## src/rtl/btu_pkg.sv

```systemverilog
// Shared decode constants and helpers for the branch target unit.
// Kind encoding is the 2-bit value presented on out_kind.
package btu_pkg;

  localparam logic [6:0] OPC_BRANCH = 7'b1100011;
  localparam logic [6:0] OPC_JAL    = 7'b1101111;
  localparam logic [6:0] OPC_JALR   = 7'b1100111;

  localparam logic [2:0] F3_BEQ  = 3'b000;
  localparam logic [2:0] F3_BNE  = 3'b001;
  localparam logic [2:0] F3_BLT  = 3'b100;
  localparam logic [2:0] F3_BGE  = 3'b101;
  localparam logic [2:0] F3_BLTU = 3'b110;
  localparam logic [2:0] F3_BGEU = 3'b111;
  localparam logic [2:0] F3_JALR = 3'b000;

  typedef enum logic [1:0] {
    KIND_NONE   = 2'd0,
    KIND_BRANCH = 2'd1,
    KIND_JAL    = 2'd2,
    KIND_JALR   = 2'd3
  } btu_kind_e;

  function automatic btu_kind_e decode_kind(input logic [31:0] instr);
    logic [2:0] f3;
    f3 = instr[14:12];
    decode_kind = KIND_NONE;
    case (instr[6:0])
      OPC_BRANCH: if (f3 != 3'b010 && f3 != 3'b011) decode_kind = KIND_BRANCH;
      OPC_JAL:    decode_kind = KIND_JAL;
      OPC_JALR:   if (f3 == F3_JALR) decode_kind = KIND_JALR;
      default:    decode_kind = KIND_NONE;
    endcase
  endfunction

  // x1 (ra) and x5 (t0) are the ABI link registers
  function automatic logic is_link_reg(input logic [4:0] r);
    return (r == 5'd1) || (r == 5'd5);
  endfunction

endpackage

```

## src/rtl/btu_ras.sv

```systemverilog
// Circular return-address stack; the oldest entry is overwritten on overflow.
// Pop-then-push from one instruction replaces the current top in place.
module btu_ras #(
  parameter int XLEN  = 32,
  parameter int DEPTH = 4
) (
  input  logic            clock,
  input  logic            reset,
  input  logic            push_i,
  input  logic            pop_i,
  input  logic [XLEN-1:0] data_i,
  output logic            top_vld_o,
  output logic [XLEN-1:0] top_o
);

  localparam int PW = $clog2(DEPTH);
  localparam int CW = PW + 1;
  localparam logic [CW-1:0] FULL = CW'(DEPTH);

  logic [XLEN-1:0] mem_q [DEPTH];
  logic [PW-1:0]   sp_q, sp_d, wr_idx;
  logic [CW-1:0]   cnt_q, cnt_d;
  logic            wr_en, do_pop;

  assign top_vld_o = (cnt_q != '0);
  assign top_o     = mem_q[sp_q - PW'(1)];

  always_comb begin
    sp_d   = sp_q;
    cnt_d  = cnt_q;
    wr_en  = 1'b0;
    wr_idx = sp_q;
    do_pop = pop_i && (cnt_q != '0);
    if (do_pop && push_i) begin
      wr_en  = 1'b1;
      wr_idx = sp_q - PW'(1);
    end else if (do_pop) begin
      sp_d  = sp_q - PW'(1);
      cnt_d = cnt_q - CW'(1);
    end else if (push_i) begin
      wr_en = 1'b1;
      sp_d  = sp_q + PW'(1);
      cnt_d = (cnt_q == FULL) ? cnt_q : cnt_q + CW'(1);
    end
  end

  always_ff @(posedge clock) begin
    if (reset) begin
      sp_q  <= '0;
      cnt_q <= '0;
    end else begin
      sp_q  <= sp_d;
      cnt_q <= cnt_d;
    end
  end

  always_ff @(posedge clock) begin
    if (!reset && wr_en) mem_q[wr_idx] <= data_i;
  end

endmodule

```

## src/rtl/branch_target_unit.sv

```systemverilog
// Two-stage B/JAL/JALR target generator: stage 1 decodes, stage 2 holds the adds.
// Optional return-address stack is built when BTU_RAS_EN is defined.
module branch_target_unit
  import btu_pkg::*;
#(
  parameter int XLEN      = 32,
  parameter bit ALIGN_C   = 1'b0,
  parameter int RAS_DEPTH = 4
) (
  input  logic            clock,
  input  logic            reset,
  input  logic            flush,
  input  logic            in_valid,
  output logic            in_ready,
  input  logic [XLEN-1:0] in_pc,
  input  logic [31:0]     in_instr,
  input  logic [XLEN-1:0] in_rs1,
  input  logic            in_cmp_eq,
  input  logic            in_cmp_lt,
  input  logic            in_cmp_ltu,
  output logic            out_valid,
  input  logic            out_ready,
  output logic [1:0]      out_kind,
  output logic            out_taken,
  output logic [XLEN-1:0] out_target,
  output logic [XLEN-1:0] out_link,
  output logic            out_misaligned,
  output logic            out_ras_hit,
  output logic [XLEN-1:0] out_ras_target
);

  if (RAS_DEPTH < 2 || (RAS_DEPTH & (RAS_DEPTH - 1)) != 0) begin : g_bad_depth
    $error("RAS_DEPTH must be a power of two and at least 2");
  end

  function automatic logic signed [XLEN-1:0] imm_of(input logic [31:0] ins, input btu_kind_e k);
    logic signed [12:0] imm_b;
    logic signed [20:0] imm_j;
    logic signed [11:0] imm_i;
    imm_b = {ins[31], ins[7], ins[30:25], ins[11:8], 1'b0};
    imm_j = {ins[31], ins[19:12], ins[20], ins[30:21], 1'b0};
    imm_i = ins[31:20];
    case (k)
      KIND_BRANCH: imm_of = {{(XLEN-13){imm_b[12]}}, imm_b};
      KIND_JAL:    imm_of = {{(XLEN-21){imm_j[20]}}, imm_j};
      default:     imm_of = {{(XLEN-12){imm_i[11]}}, imm_i};
    endcase
  endfunction

  function automatic logic branch_cond(input logic [2:0] f3, input logic eq, input logic lt,
                                       input logic ltu);
    case (f3)
      F3_BEQ:  branch_cond = eq;
      F3_BNE:  branch_cond = !eq;
      F3_BLT:  branch_cond = lt;
      F3_BGE:  branch_cond = !lt;
      F3_BLTU: branch_cond = ltu;
      F3_BGEU: branch_cond = !ltu;
      default: branch_cond = 1'b0;
    endcase
  endfunction

  btu_kind_e              kind_in;
  logic                   vld_p1_q, vld_p2_q, adv_p1;
  btu_kind_e              kind_p1_q, kind_p2_q;
  logic signed [XLEN-1:0] imm_p1_q;
  logic [XLEN-1:0]        pc_p1_q, rs1_p1_q;
  logic [2:0]             f3_p1_q;
  logic                   eq_p1_q, lt_p1_q, ltu_p1_q;
  logic [XLEN-1:0]        seq_d, base_d, sum_d, tgt_d, tgt_p2_q, link_p2_q;
  logic                   taken_d, mis_d, taken_p2_q, mis_p2_q;

  assign kind_in  = decode_kind(in_instr);
  assign adv_p1   = !vld_p2_q || out_ready;
  assign in_ready = !vld_p1_q || adv_p1;

  always_ff @(posedge clock) begin
    if (reset || flush) begin
      vld_p1_q <= 1'b0;
      vld_p2_q <= 1'b0;
    end else begin
      if (in_ready) vld_p1_q <= in_valid;
      if (adv_p1)   vld_p2_q <= vld_p1_q;
    end
  end

  // Stage 1: decoded instruction and operands
  always_ff @(posedge clock) begin
    if (in_ready) begin
      kind_p1_q <= kind_in;
      imm_p1_q  <= imm_of(in_instr, kind_in);
      pc_p1_q   <= in_pc;
      rs1_p1_q  <= in_rs1;
      f3_p1_q   <= in_instr[14:12];
      eq_p1_q   <= in_cmp_eq;
      lt_p1_q   <= in_cmp_lt;
      ltu_p1_q  <= in_cmp_ltu;
    end
  end

  always_comb begin
    seq_d   = pc_p1_q + XLEN'(4);
    base_d  = (kind_p1_q == KIND_JALR) ? rs1_p1_q : pc_p1_q;
    sum_d   = base_d + $unsigned(imm_p1_q);
    taken_d = 1'b0;
    case (kind_p1_q)
      KIND_BRANCH:        taken_d = branch_cond(f3_p1_q, eq_p1_q, lt_p1_q, ltu_p1_q);
      KIND_JAL, KIND_JALR: taken_d = 1'b1;
      default:            taken_d = 1'b0;
    endcase
    tgt_d = taken_d ? sum_d : seq_d;
    if (kind_p1_q == KIND_JALR) tgt_d[0] = 1'b0;
    mis_d = taken_d && tgt_d[1] && !ALIGN_C;
  end

  // Stage 2: resolved target, link and alignment
  always_ff @(posedge clock) begin
    if (adv_p1) begin
      kind_p2_q  <= kind_p1_q;
      taken_p2_q <= taken_d;
      tgt_p2_q   <= tgt_d;
      link_p2_q  <= seq_d;
      mis_p2_q   <= mis_d;
    end
  end

  assign out_valid      = vld_p2_q;
  assign out_kind       = vld_p2_q ? kind_p2_q : KIND_NONE;
  assign out_taken      = vld_p2_q && taken_p2_q;
  assign out_target     = vld_p2_q ? tgt_p2_q : '0;
  assign out_link       = vld_p2_q ? link_p2_q : '0;
  assign out_misaligned = vld_p2_q && mis_p2_q;

`ifdef BTU_RAS_EN
  logic            push_in, pop_in, push_p1_q, pop_p1_q, push_p2_q, pop_p2_q;
  logic            out_hs, ras_top_vld;
  logic [XLEN-1:0] ras_top;

  assign push_in = (kind_in == KIND_JAL || kind_in == KIND_JALR) && is_link_reg(in_instr[11:7]);
  assign pop_in  = (kind_in == KIND_JALR) && is_link_reg(in_instr[19:15]) &&
                   (in_instr[19:15] != in_instr[11:7]);

  always_ff @(posedge clock) begin
    if (in_ready) begin
      push_p1_q <= push_in;
      pop_p1_q  <= pop_in;
    end
    if (adv_p1) begin
      push_p2_q <= push_p1_q;
      pop_p2_q  <= pop_p1_q;
    end
  end

  // Stack only moves when the consumer takes the instruction
  assign out_hs = vld_p2_q && out_ready;

  btu_ras #(.XLEN(XLEN), .DEPTH(RAS_DEPTH)) u_ras (
    .clock     (clock),
    .reset     (reset),
    .push_i    (out_hs && push_p2_q),
    .pop_i     (out_hs && pop_p2_q),
    .data_i    (link_p2_q),
    .top_vld_o (ras_top_vld),
    .top_o     (ras_top)
  );

  assign out_ras_hit    = vld_p2_q && pop_p2_q && ras_top_vld;
  assign out_ras_target = out_ras_hit ? ras_top : '0;
`else
  assign out_ras_hit    = 1'b0;
  assign out_ras_target = '0;
`endif

endmodule

```

## config.mk

```make
export PLATFORM = sky130hd
export DESIGN_NAME = branch_target_unit
export DESIGN_NICKNAME = d
export VERILOG_FILES = /design/src/rtl/btu_pkg.sv /design/src/rtl/btu_ras.sv /design/src/rtl/branch_target_unit.sv
export SDC_FILE = /design/constraint.sdc
export NUM_CORES = 1
export LEC_CHECK = 0
export CAP_MARGIN = 20
export CELL_PAD_IN_SITES_DETAIL_PLACEMENT = 1
export CELL_PAD_IN_SITES_GLOBAL_PLACEMENT = 1
export CORE_MARGIN = 1
export CORE_UTILIZATION = 43
export CTS_BUF_LIST = sky130_fd_sc_hd__clkbuf_4 sky130_fd_sc_hd__clkbuf_8 sky130_fd_sc_hd__clkbuf_16
export DETAILED_ROUTE_END_ITERATION = 16
export PLACE_DENSITY = 0.94
export SETUP_SLACK_MARGIN = 0.5
export SLEW_MARGIN = 5
export SYNTH_ARGS = -nofsm -noshare
export SYNTH_HDL_FRONTEND = slang
export SYNTH_SLANG_ARGS = --single-unit
```

## constraint.sdc

```tcl
create_clock -name clock -period 8.09 [get_ports clock]
set_input_delay 1.2135 -clock clock [delete_from_list [all_inputs] [get_ports clock]]
set_output_delay 1.2135 -clock clock [all_outputs]
set_load 0.02 [all_outputs]
```

# Yosys cells after proc, flatten, opt, wreduce, memory -nomap -nowiden
# Cells that the tools add are included.
# totals
reg_bits,163
output_inout_bits,103
# classes
add_sub_neg,2
eq_ne,15
mux,11
n_reduce_logical,15
# op_table
operator,n
two-way mux 32 bit,4
case mux 20 bit (2 select lines),1
adder 32 x 3 -> 32 bit (second input constant),1
adder 32 bit,1
== test 7 bit (second input constant),3
== test 3 bit (second input constant),4
== test 2 bit (second input constant),3
zero test 3 bit,2
!= test 3 x 2 -> 1 bit (second input constant),2
case mux 1 bit (6 select lines),1
case mux 2 bit (3 select lines),1
zero test 1 bit,5
== test 2 x 1 -> 1 bit (second input constant),2
logical AND 1 bit,4
two-way mux 2 bit,2
== test 3 x 1 -> 1 bit (second input constant),1
logical OR 1 bit,3
case mux 1 bit (2 select lines),1
OR reduction 2 bit,1
two-way mux 1 bit,1

# Longest topological paths before layout
# Gate-level depths: netlist of the first run.
# logic_depth
depth_word,6
ltp_mapped,15

# Least setup slack after synthesis of the first run
# Ideal clock, no wire load.
# synth_timing
path_type,input -> output
start,input port out_ready
end,output port in_ready
t_arrival_ns,3.365
setup_slack_ns,3.511
stages,2
cell_sequence,nor2b_1 > nand2_1
# synth_via
elab_chain_len,2
# synth_rtl
element,line,text
start: declaration,branch_target_unit.sv:22,"input logic out_ready,"
logical OR 1 bit,branch_target_unit.sv:74,assign adv_p1 = !vld_p2_q || out_ready;
logical OR 1 bit,branch_target_unit.sv:75,assign in_ready = !vld_p1_q || adv_p1;
end: declaration,branch_target_unit.sv:14,"output logic in_ready,"
# No other way between the ends.

# Worst setup path after layout of the first run
# layout_timing
start,register kind_p1_q[1]
end,"register tgt_p2_q[28], data pin"
# layout_via
elab_chain_len,4
# layout_rtl
element,line,text
start: declaration,branch_target_unit.sv:65,"btu_kind_e kind_p1_q, kind_p2_q;"
start signal: assignment,branch_target_unit.sv:90,kind_p1_q <= kind_in;
"== test 2 bit, on equally long branches","branch_target_unit.sv:103, branch_target_unit.sv:106",
two-way mux 32 bit / OR reduction 2 bit (equally long branches),"branch_target_unit.sv:103, branch_target_unit.sv:106",
adder 32 bit / case mux 1 bit (2 select lines) (equally long branches),"branch_target_unit.sv:104, branch_target_unit.sv:106",
two-way mux 32 bit (*),branch_target_unit.sv:111,tgt_d = taken_d ? sum_d : seq_d;
net tgt_d[28],branch_target_unit.sv:70,"logic [XLEN-1:0] seq_d, base_d, sum_d, tgt_d, tgt_p2_q, link_p2_q;"
end signal: assignment,branch_target_unit.sv:121,tgt_p2_q <= tgt_d;
end: declaration,branch_target_unit.sv:70,
# The timed path passes the listed nets; every way through them passes the cells marked *.
# A chain may end at the register's enable or synchronous reset.

==> results.json, run 1 <==
{
  "stdcell_count": 1186,
  "overflow": 0,
  "firstDrtPassIters": 5,
  "tns_ns": 0,
  "fin_skew_ns": 0.0113,
  "place_area_um2": 10700,
  "yosysUniqueCellTypes": 60,
  "nets": 1050,
  "min_period_ns": 4.26,
  "crit_type": "flop to flop",
  "timing.hold.ws_ns": 0.496,
  "cts_max_level": 4,
  "grt_pass1_wl_um": 38400,
  "post-cts-setup-buffer-count": 0,
  "rsz0062_at_grt": "no",
  "drc": 0,
  "grt_max_degree": 71,
  "synth.avg_cell_area_um2": 12.0,
  "maxSlewViolCount": 0,
  "cts_tree": "built",
  "drv_cap": 0,
  "synth_edf_count": 161,
  "cts_root_buf": "clkbuf_16",
  "ios": 207,
  "synth_area_um2": 8760,
  "area_growth_pct": 29.3,
  "drtAntennaViolNets": 0,
  "cts-hold-fix-buffers": 0,
  "maxSlewHeadroom": 0.462,
  "cp_top_family": "compound AO/OA/AOI/OAI gates",
  "dr_total_vias": 6374,
  "path_buf_inv": 1,
  "synth_top_flop_cell": "edfxtp_1",
  "setup_viol": 0,
  "dp_hpwl_um": 18100,
  "drive_gt1_frac": 0.103,
  "wl_um": 24800,
  "cts-resized-gates": 0,
  "dp.cells": 1154,
  "clk_latency_ns": 0.43,
  "end_kind": "flop",
  "p_leak_uw": 0.00440,
  "synthArstFlopShare": 0,
  "portBuffers": 173,
  "antenna_found_initial": 0,
  "drt-initial-drc-count": 457,
  "routedWlPerCell_um": 20.9,
  "synth_seq_cells": 163,
  "die_w_um": 145,
  "cts.clk_slew.worst_paths_ns": 0.07,
  "yosysWarnings": 0,
  "tightest_slew_ns": 0.806,
  "start_util": 0.444,
  "irDropWorstVdd_v": 0.000156,
  "die_height_um": 145,
  "hold_viol": 0,
  "cp-start-kind": "flop",
  "numClockSinks": 163,
  "crit_fanout": 23,
  "grt_pass1_vias": 6736,
  "crit_slowest_cell": "edfxtp_1",
  "crit_path_cell_trace": "nand2_1 > buf_4 > mux2_2 > ha_1 > a21oi_1 > o21ai_0 > or3_1 > o21ai_2 > o41ai_4 > a211oi_2 > o21bai_2 > xnor2_1 > o21ai_1",
  "track_usage": 0.251,
  "route.detailed.vias_per_inst": 5.37,
  "min_path_type": "flop to flop",
  "die_area_um2": 20900,
  "cts_max_path_buffers": 2,
  "finalCritPeriodShare": 0.526,
  "antennaDiodeCount": 0,
  "cts_buffers": 17,
  "worstPathArrival_ns": 4.43,
  "slowest_delay_ns": 0.46,
  "design_area_um2": 11300,
  "synth_seq_area_share": 0.557,
  "syn_inst": 730,
  "required_ns": 8.26,
  "status": "completed",
  "power.density_nw_per_um2": 195,
  "rows": 51,
  "fp.coreArea_um2": 19700,
  "routabilityCongestion": 0.894,
  "timing.fmax_mhz": 235
}
[Yosys cell counts (3+ instances only)]
| cell type | instances | area [um^2] |
|---|---|---|
| clkbuf_1 | 15 | 56.3 |
| o21ai_2 | 5 | 43.8 |
| nand2b_1 | 4 | 25.0 |
| nand4_1 | 6 | 37.5 |
| buf_1 | 3 | 11.3 |
| nand3_1 | 17 | 85.1 |
| a22o_1 | 4 | 35.0 |
| nand2_1 | 53 | 199 |
| mux2i_1 | 3 | 30.0 |
| nor2b_1 | 5 | 31.3 |
| mux2_2 | 32 | 360 |
| o21a_1 | 6 | 45.0 |
| o211ai_1 | 5 | 37.5 |
| o21ai_0 | 18 | 90.1 |
| xor2_1 | 19 | 166 |
| a21oi_1 | 49 | 245 |
| nor2_1 | 45 | 169 |
| and2_1 | 75 | 469 |
| a211oi_1 | 3 | 22.5 |
| buf_4 | 33 | 248 |
| ha_1 | 37 | 463 |
| nor3_1 | 5 | 25.0 |
| inv_1 | 14 | 52.6 |
| and3_1 | 8 | 50.1 |
| xnor2_1 | 39 | 342 |
| a21o_1 | 15 | 113 |
| o21ai_1 | 7 | 35.0 |
| and4_1 | 4 | 35.0 |
| edfxtp_1 | 161 | 4830 |
[layout make-up]
cell class                      instances  area (um^2)
Tap cell                              265          332
Clock buffer                           18          433
Clock inverter                         14          210
Sequential cell                       163         4870
Timing Repair Buffer                  179         1780
Fill cell                            2042         8400
Multi-Input combinational cell        532         3640
Inverter                               15         56.3
[placed cells by master, fill, tap and decap left out, types with 17 or more instances in the layout]
cell               n
a21oi_1           48
and2_1            75
clkbuf_16         17
clkdlybuf4s50_1  173
conb_1            33
edfxtp_1         161
ha_1              37
mux2_2            32
nand2_1           52
nand3_1           17
nor2_1            45
o21ai_0           18
xnor2_1           39
xor2_1            19
[flip-flops by register name (all words and copies together) (netlist names), 2 cells and up]
signal and flops:
f3_p1_q 3, imm_p1_q 21, kind_p1_q 2, kind_p2_q 2
link_p2_q 32, pc_p1_q 32, rs1_p1_q 32, tgt_p2_q 32
[metal layers]
metal | up-vias | wire length, um | track usage
met5 | - | 0 | 0
met4 | 0 | 743 | 0.103
met3 | 48 | 1500 | 0.0457
met2 | 272 | 12100 | 0.422
met1 | 3124 | 10400 | 0.320
li1 | 2930 | - | -
[report_power, final]
| part | total, uW | switching (uW) | internal [uW] |
|---|---|---|---|
| registers | 1010 | 30.3 | 978 |
| logic | 299 | 162 | 137 |
| clock network | 895 | 345 | 550 |
[final timing paths]
| kind | from | endpoint | slack, ns | depth (start not counted) |
|---|---|---|---|---|
| min | pc_p1_q[1] | link_p2_q[1] | 0.50 | 0 |
| max | kind_p1_q[1] | tgt_p2_q[28] | 3.83 | 13 |
| max reg2reg | kind_p1_q[1] | tgt_p2_q[28] | 3.83 | 13 |
| min reg2reg | pc_p1_q[1] | link_p2_q[1] | 0.50 | 0 |
[kinds of logic after synthesis]
group | count (synthesis) | synth area share
fa+ha+maj | 38 | 0.0551
compound gates | 136 | 0.106
other cells | 1 | 0.000428
flops | 163 | 0.557
buf+inv | 67 | 0.0430
simple gates | 232 | 0.136
mux | 35 | 0.0446
xor+xnor | 58 | 0.0580
[through the flow]
step,utilization,setup WS [ns],power (uW)
2_1_floorplan,-,3.51,1200
3_3_place_gp,0.542,3.91,1300
3_5_place_dp,0.542,3.84,1310
4_1_cts,0.574,3.84,2210
5_1_grt,0.574,3.57,2270
6_report,0.574,3.83,2200
Note: power is estimated with default switching activity, not from simulation.
==> run 2, diff against run 1 <==
Settings changed: CORE_UTILIZATION 43 to 36, PLACE_DENSITY 0.94 to 0.85.
Clock period 8.09 ns to 3.8 ns, I/O delays scaled along.
==> results.json, run 2 (synthesis results as in run 1) <==
{
  "firstDrtPassIters": 5,
  "rows": 56,
  "nets": 1089,
  "finalCritPeriodShare": 0.932,
  "final_common_cell": "clkdlybuf4s50_1",
  "antennaDiodeCount": 0,
  "cts_max_path_buffers": 2,
  "drt-initial-drc-count": 410,
  "place_ws_ns": 0.224,
  "grt_max_degree": 67,
  "clk_latency_ns": 0.43,
  "cts_root_buf": "clkbuf_16",
  "dr_total_vias": 6630,
  "maxSlewHeadroom": 0.325,
  "cts_max_level": 4,
  "rsz0062_at_grt": "yes",
  "tns_ns": 0,
  "tightest_slew_ns": 1.01,
  "die_height_um": 158,
  "cp-start-kind": "flop",
  "route.detailed.vias_per_inst": 5.18,
  "crit_type": "flop to flop",
  "fp.coreArea_um2": 23700,
  "drive_gt1_frac": 0.208,
  "setup_viol": 0,
  "timing.fmax_mhz": 282,
  "fin_skew_ns": 0.0135,
  "cts.clk_slew.worst_paths_ns": 0.07,
  "crit_fanout": 6,
  "dp_hpwl_um": 18400,
  "power.share.combinational": 0.169,
  "die_w_um": 158,
  "irDropWorstVdd_v": 0.000314,
  "final_cell_mix": "clkdlybuf4s50_1 (173), edfxtp_1 (161), and2_1 (73)",
  "p_int_uw": 3550,
  "wl_um": 27000,
  "worstPathArrival_ns": 3.68,
  "grt_pass1_vias": 6715,
  "numClockSinks": 163,
  "ios": 207,
  "track_usage": 0.206,
  "cts_buffers": 17,
  "power_frac_seq": 0.453,
  "required_ns": 3.94,
  "portBuffers": 173,
  "min_path_type": "flop to flop",
  "power.density_nw_per_um2": 387,
  "grt_pass1_wl_um": 37900,
  "worst_slack_ns": 0.257,
  "overflow": 0,
  "routabilityCongestion": 0.862,
  "min_period_ns": 3.54,
  "drv_cap": 0,
  "power.switching_uw": 1220,
  "status": "completed",
  "drtAntennaViolNets": 0,
  "netSwitchingFraction": 0.255,
  "routedWlPerCell_um": 21.1,
  "hold_viol": 0,
  "start_util": 0.370,
  "drc": 0,
  "p_leak_uw": 0.00473,
  "maxSlewViolCount": 0,
  "antenna_found_initial": 0,
  "p_clk_frac": 0.378,
  "cts_tree": "built",
  "end_kind": "flop",
  "area_growth_pct": 40.6,
  "die_area_um2": 25000
}
run 2: cell type report:
cell class | count | area [um^2]
multi-input combinational | 532 | 4200
inverter | 15 | 56.3
fill | 2469 | 11400
clock buffer | 19 | 447
timing repair buffer | 218 | 2160
clock inverter | 13 | 174
sequential | 163 | 4880
tap | 319 | 399
run 2: worst max-delay path, stage by stage, from the launching register on:
cell and delay (ns):
edfxtp_1 0.45, nand2_4 0.17, buf_6 0.16, mux2_4 0.19, ha_4 0.15, inv_2 0.04
fa_2 0.39, nor2b_4 0.14, o211ai_1 0.15, a21boi_2 0.31, o211ai_1 0.19, a21bo_1 0.25
a211oi_2 0.30, or2_1 0.16, xnor2_1 0.12, a21oi_1 0.09
run 2: final timing paths:
kind                 from            to  slack (ns)  cells after the start
min            pc_p1_q[1]  link_p2_q[1]        0.51                      0
max          kind_p1_q[0]  tgt_p2_q[22]        0.26                     15
min reg2reg    pc_p1_q[1]  link_p2_q[1]        0.51                      0
max reg2reg  kind_p1_q[0]  tgt_p2_q[22]        0.26                     15
run 2: power groups by stage:
stage          Combinational, uW  Clock (uW)  Sequential (uW)
6_report                     805        1800             2160
5_1_grt                      851        1900             2170
4_1_cts                      662        1840             2150
3_5_place_dp                 615           0             2180
3_3_place_gp                 601           0             2180
2_1_floorplan                405           0             2150
run 2: repair_timing:
item	4_1_cts	5_1_grt
hold buffers	0	0
resized for setup	31	72
cloned	1	1
setup buffers	14	20
endpoints found under the setup margin	11	15
pin swaps	15	50
run 2: metal layers:
metal | up-vias | track usage | wire length, um
met3 | 42 | 0.0350 | 1470
li1 | 3014 | - | -
met4 | 0 | 0.0733 | 588
met1 | 3280 | 0.267 | 11500
met5 | - | 0 | 0
met2 | 294 | 0.346 | 13400
run 2: per-stage QoR:
stage / utilization / hold WS, ns / cell area (um^2) / power [uW] / instances
2_1_floorplan: - / 0.443 / 8880 / 2550 / 762
3_3_place_gp: 0.455 / 0.483 / 10800 / 2780 / 1211
5_1_grt: 0.520 / 0.541 / 12300 / 4920 / 1279
6_report: 0.520 / 0.514 / 12300 / 4760 / 1279
3_5_place_dp: 0.455 / 0.499 / 10800 / 2800 / 1211
4_1_cts: 0.494 / 0.515 / 11700 / 4650 / 1258
==> run 3, diff against run 2 <==
Settings changed: SKIP_CTS_REPAIR_TIMING set to 1.
==> results.json, run 3 (synthesis results as in run 1) <==
{
  "status": "completed",
  "cts_buffers": 17,
  "rsz0062_at_grt": "yes",
  "design_area_um2": 12100,
  "die_height_um": 158,
  "place_area_um2": 10800,
  "cp_top_family": "compound AO/OA/AOI/OAI gates",
  "final_common_cell": "clkdlybuf4s50_1",
  "crit_type": "flop to flop",
  "hold_viol": 0,
  "power.density_nw_per_um2": 390,
  "fin_skew_ns": 0.0159,
  "antenna_found_initial": 0,
  "firstDrtPassIters": 4,
  "portBuffers": 173,
  "drtAntennaViolNets": 0,
  "area_growth_pct": 38.3,
  "grt_pass1_wl_um": 36900,
  "track_usage": 0.200,
  "drc": 0,
  "drive_gt1_frac": 0.193,
  "cts_max_level": 4,
  "ios": 207,
  "start_util": 0.370,
  "end_kind": "flop",
  "tns_ns": 0,
  "holdCritStartpoint": "pc_p1_q[1]",
  "cts_tree": "built",
  "drv_cap": 0,
  "worstPathArrival_ns": 3.60,
  "clk_latency_ns": 0.44,
  "r2r-start": "kind_p1_q[0]",
  "crit_path_frequent_cell": "o211ai_1",
  "tightest_slew_ns": 0.984,
  "fillers": 2480,
  "die_area_um2": 25000,
  "grt_pass1_vias": 6532,
  "nets": 1080,
  "dp_hpwl_um": 18400,
  "irDropWorstVdd_v": 0.000321,
  "fin_util": 0.511,
  "antennaDiodeCount": 0,
  "startpoint": "kind_p1_q[0]",
  "overflow": 0,
  "place_ws_ns": 0.224,
  "slowest_delay_ns": 0.46,
  "min_path_type": "flop to flop",
  "worst_slack_ns": 0.338,
  "min_period_ns": 3.46,
  "drt-initial-drc-count": 345,
  "dr_total_vias": 6477,
  "numClockSinks": 163,
  "maxSlewViolCount": 0,
  "final_cell_mix": "clkdlybuf4s50_1 (173), edfxtp_1 (161), and2_1 (74)",
  "p_leak_uw": 0.00464,
  "cts_root_buf": "clkbuf_16",
  "required_ns": 3.93,
  "cts_max_path_buffers": 2,
  "routedWlPerCell_um": 20.5,
  "grt_max_degree": 67,
  "crit_slowest_cell": "edfxtp_1",
  "routabilityCongestion": 0.862,
  "finalCritPeriodShare": 0.911,
  "cp-start-kind": "flop",
  "maxSlewHeadroom": 0.340,
  "die_w_um": 158,
  "crit_fanout": 6,
  "timing.fmax_mhz": 289,
  "setup_viol": 0,
  "cts.clk_slew.worst_paths_ns": 0.07,
  "route.detailed.vias_per_inst": 5.10,
  "rows": 56,
  "timing.hold.ws_ns": 0.518,
  "path_buf_inv": 2,
  "crit_path_cell_trace": "nand2_4 > buf_6 > mux2_4 > ha_4 > inv_2 > fa_2 > nor2b_2 > o211ai_1 > a21boi_2 > o211ai_1 > a21bo_1 > a211oi_2 > or2_1 > xnor2_1 > a21oi_1",
  "fp.coreArea_um2": 23700,
  "wl_um": 26000
}
run 3: changes by cell type in the layout (fill, tap and decap cells not counted), moves of 3 or more:
| cell | before | now |
|---|---|---|
| buf_6 | 5 | 1 |
| a21oi_2 | 14 | 11 |
| ha_2 | 1 | 5 |
| a21oi_1 | 34 | 37 |
| buf_4 | 36 | 31 |
| ha_4 | 24 | 19 |
run 3: area by class of cell:
type	count	area, um^2	share of cell area
Clock inverter	13	174	0.0144
Multi-Input combinational cell	532	4090	0.338
Timing Repair Buffer	209	2070	0.171
Sequential cell	163	4880	0.403
Tap cell	319	399	0.0330
Inverter	15	56.3	0.00465
Clock buffer	19	447	0.0369
run 3: worst reg2reg max path: stages (launching register included):
cell      delay, ns
edfxtp_1       0.46
nand2_4        0.19
buf_6          0.15
mux2_4         0.18
ha_4           0.14
inv_2          0.04
fa_2           0.38
nor2b_2        0.15
o211ai_1       0.17
a21boi_2       0.28
o211ai_1       0.18
a21bo_1        0.23
a211oi_2       0.23
or2_1          0.16
xnor2_1        0.12
a21oi_1        0.09
run 3: power by group:
| group | internal (uW) | switching [uW] |
|---|---|---|
| Clock | 1070 | 740 |
| Combinational | 372 | 387 |
| Sequential | 2080 | 72.5 |
run 3: per-layer routing:
metal | global-route usage | routed length, um | vias to the layer above
met1 | 0.266 | 11300 | 3215
met3 | 0.0326 | 1370 | 28
met2 | 0.331 | 12800 | 236
met4 | 0.0682 | 578 | 0
met5 | 0 | 0 | -
li1 | - | - | 2998
run 3: final timing paths:
kind | end | slack, ns | depth (start not counted)
setup / recovery | tgt_p2_q[22] | 0.34 | 15
hold / removal | link_p2_q[1] | 0.52 | 0
setup reg to reg | tgt_p2_q[22] | 0.34 | 15
hold reg to reg | link_p2_q[1] | 0.52 | 0
run 3: per-stage QoR:
stage | cells | power, uW
detailed placement | 1211 | 2800
floorplan | 762 | 2550
global placement | 1211 | 2780
finish | 1270 | 4720
global route | 1270 | 4880
CTS | 1243 | 4610
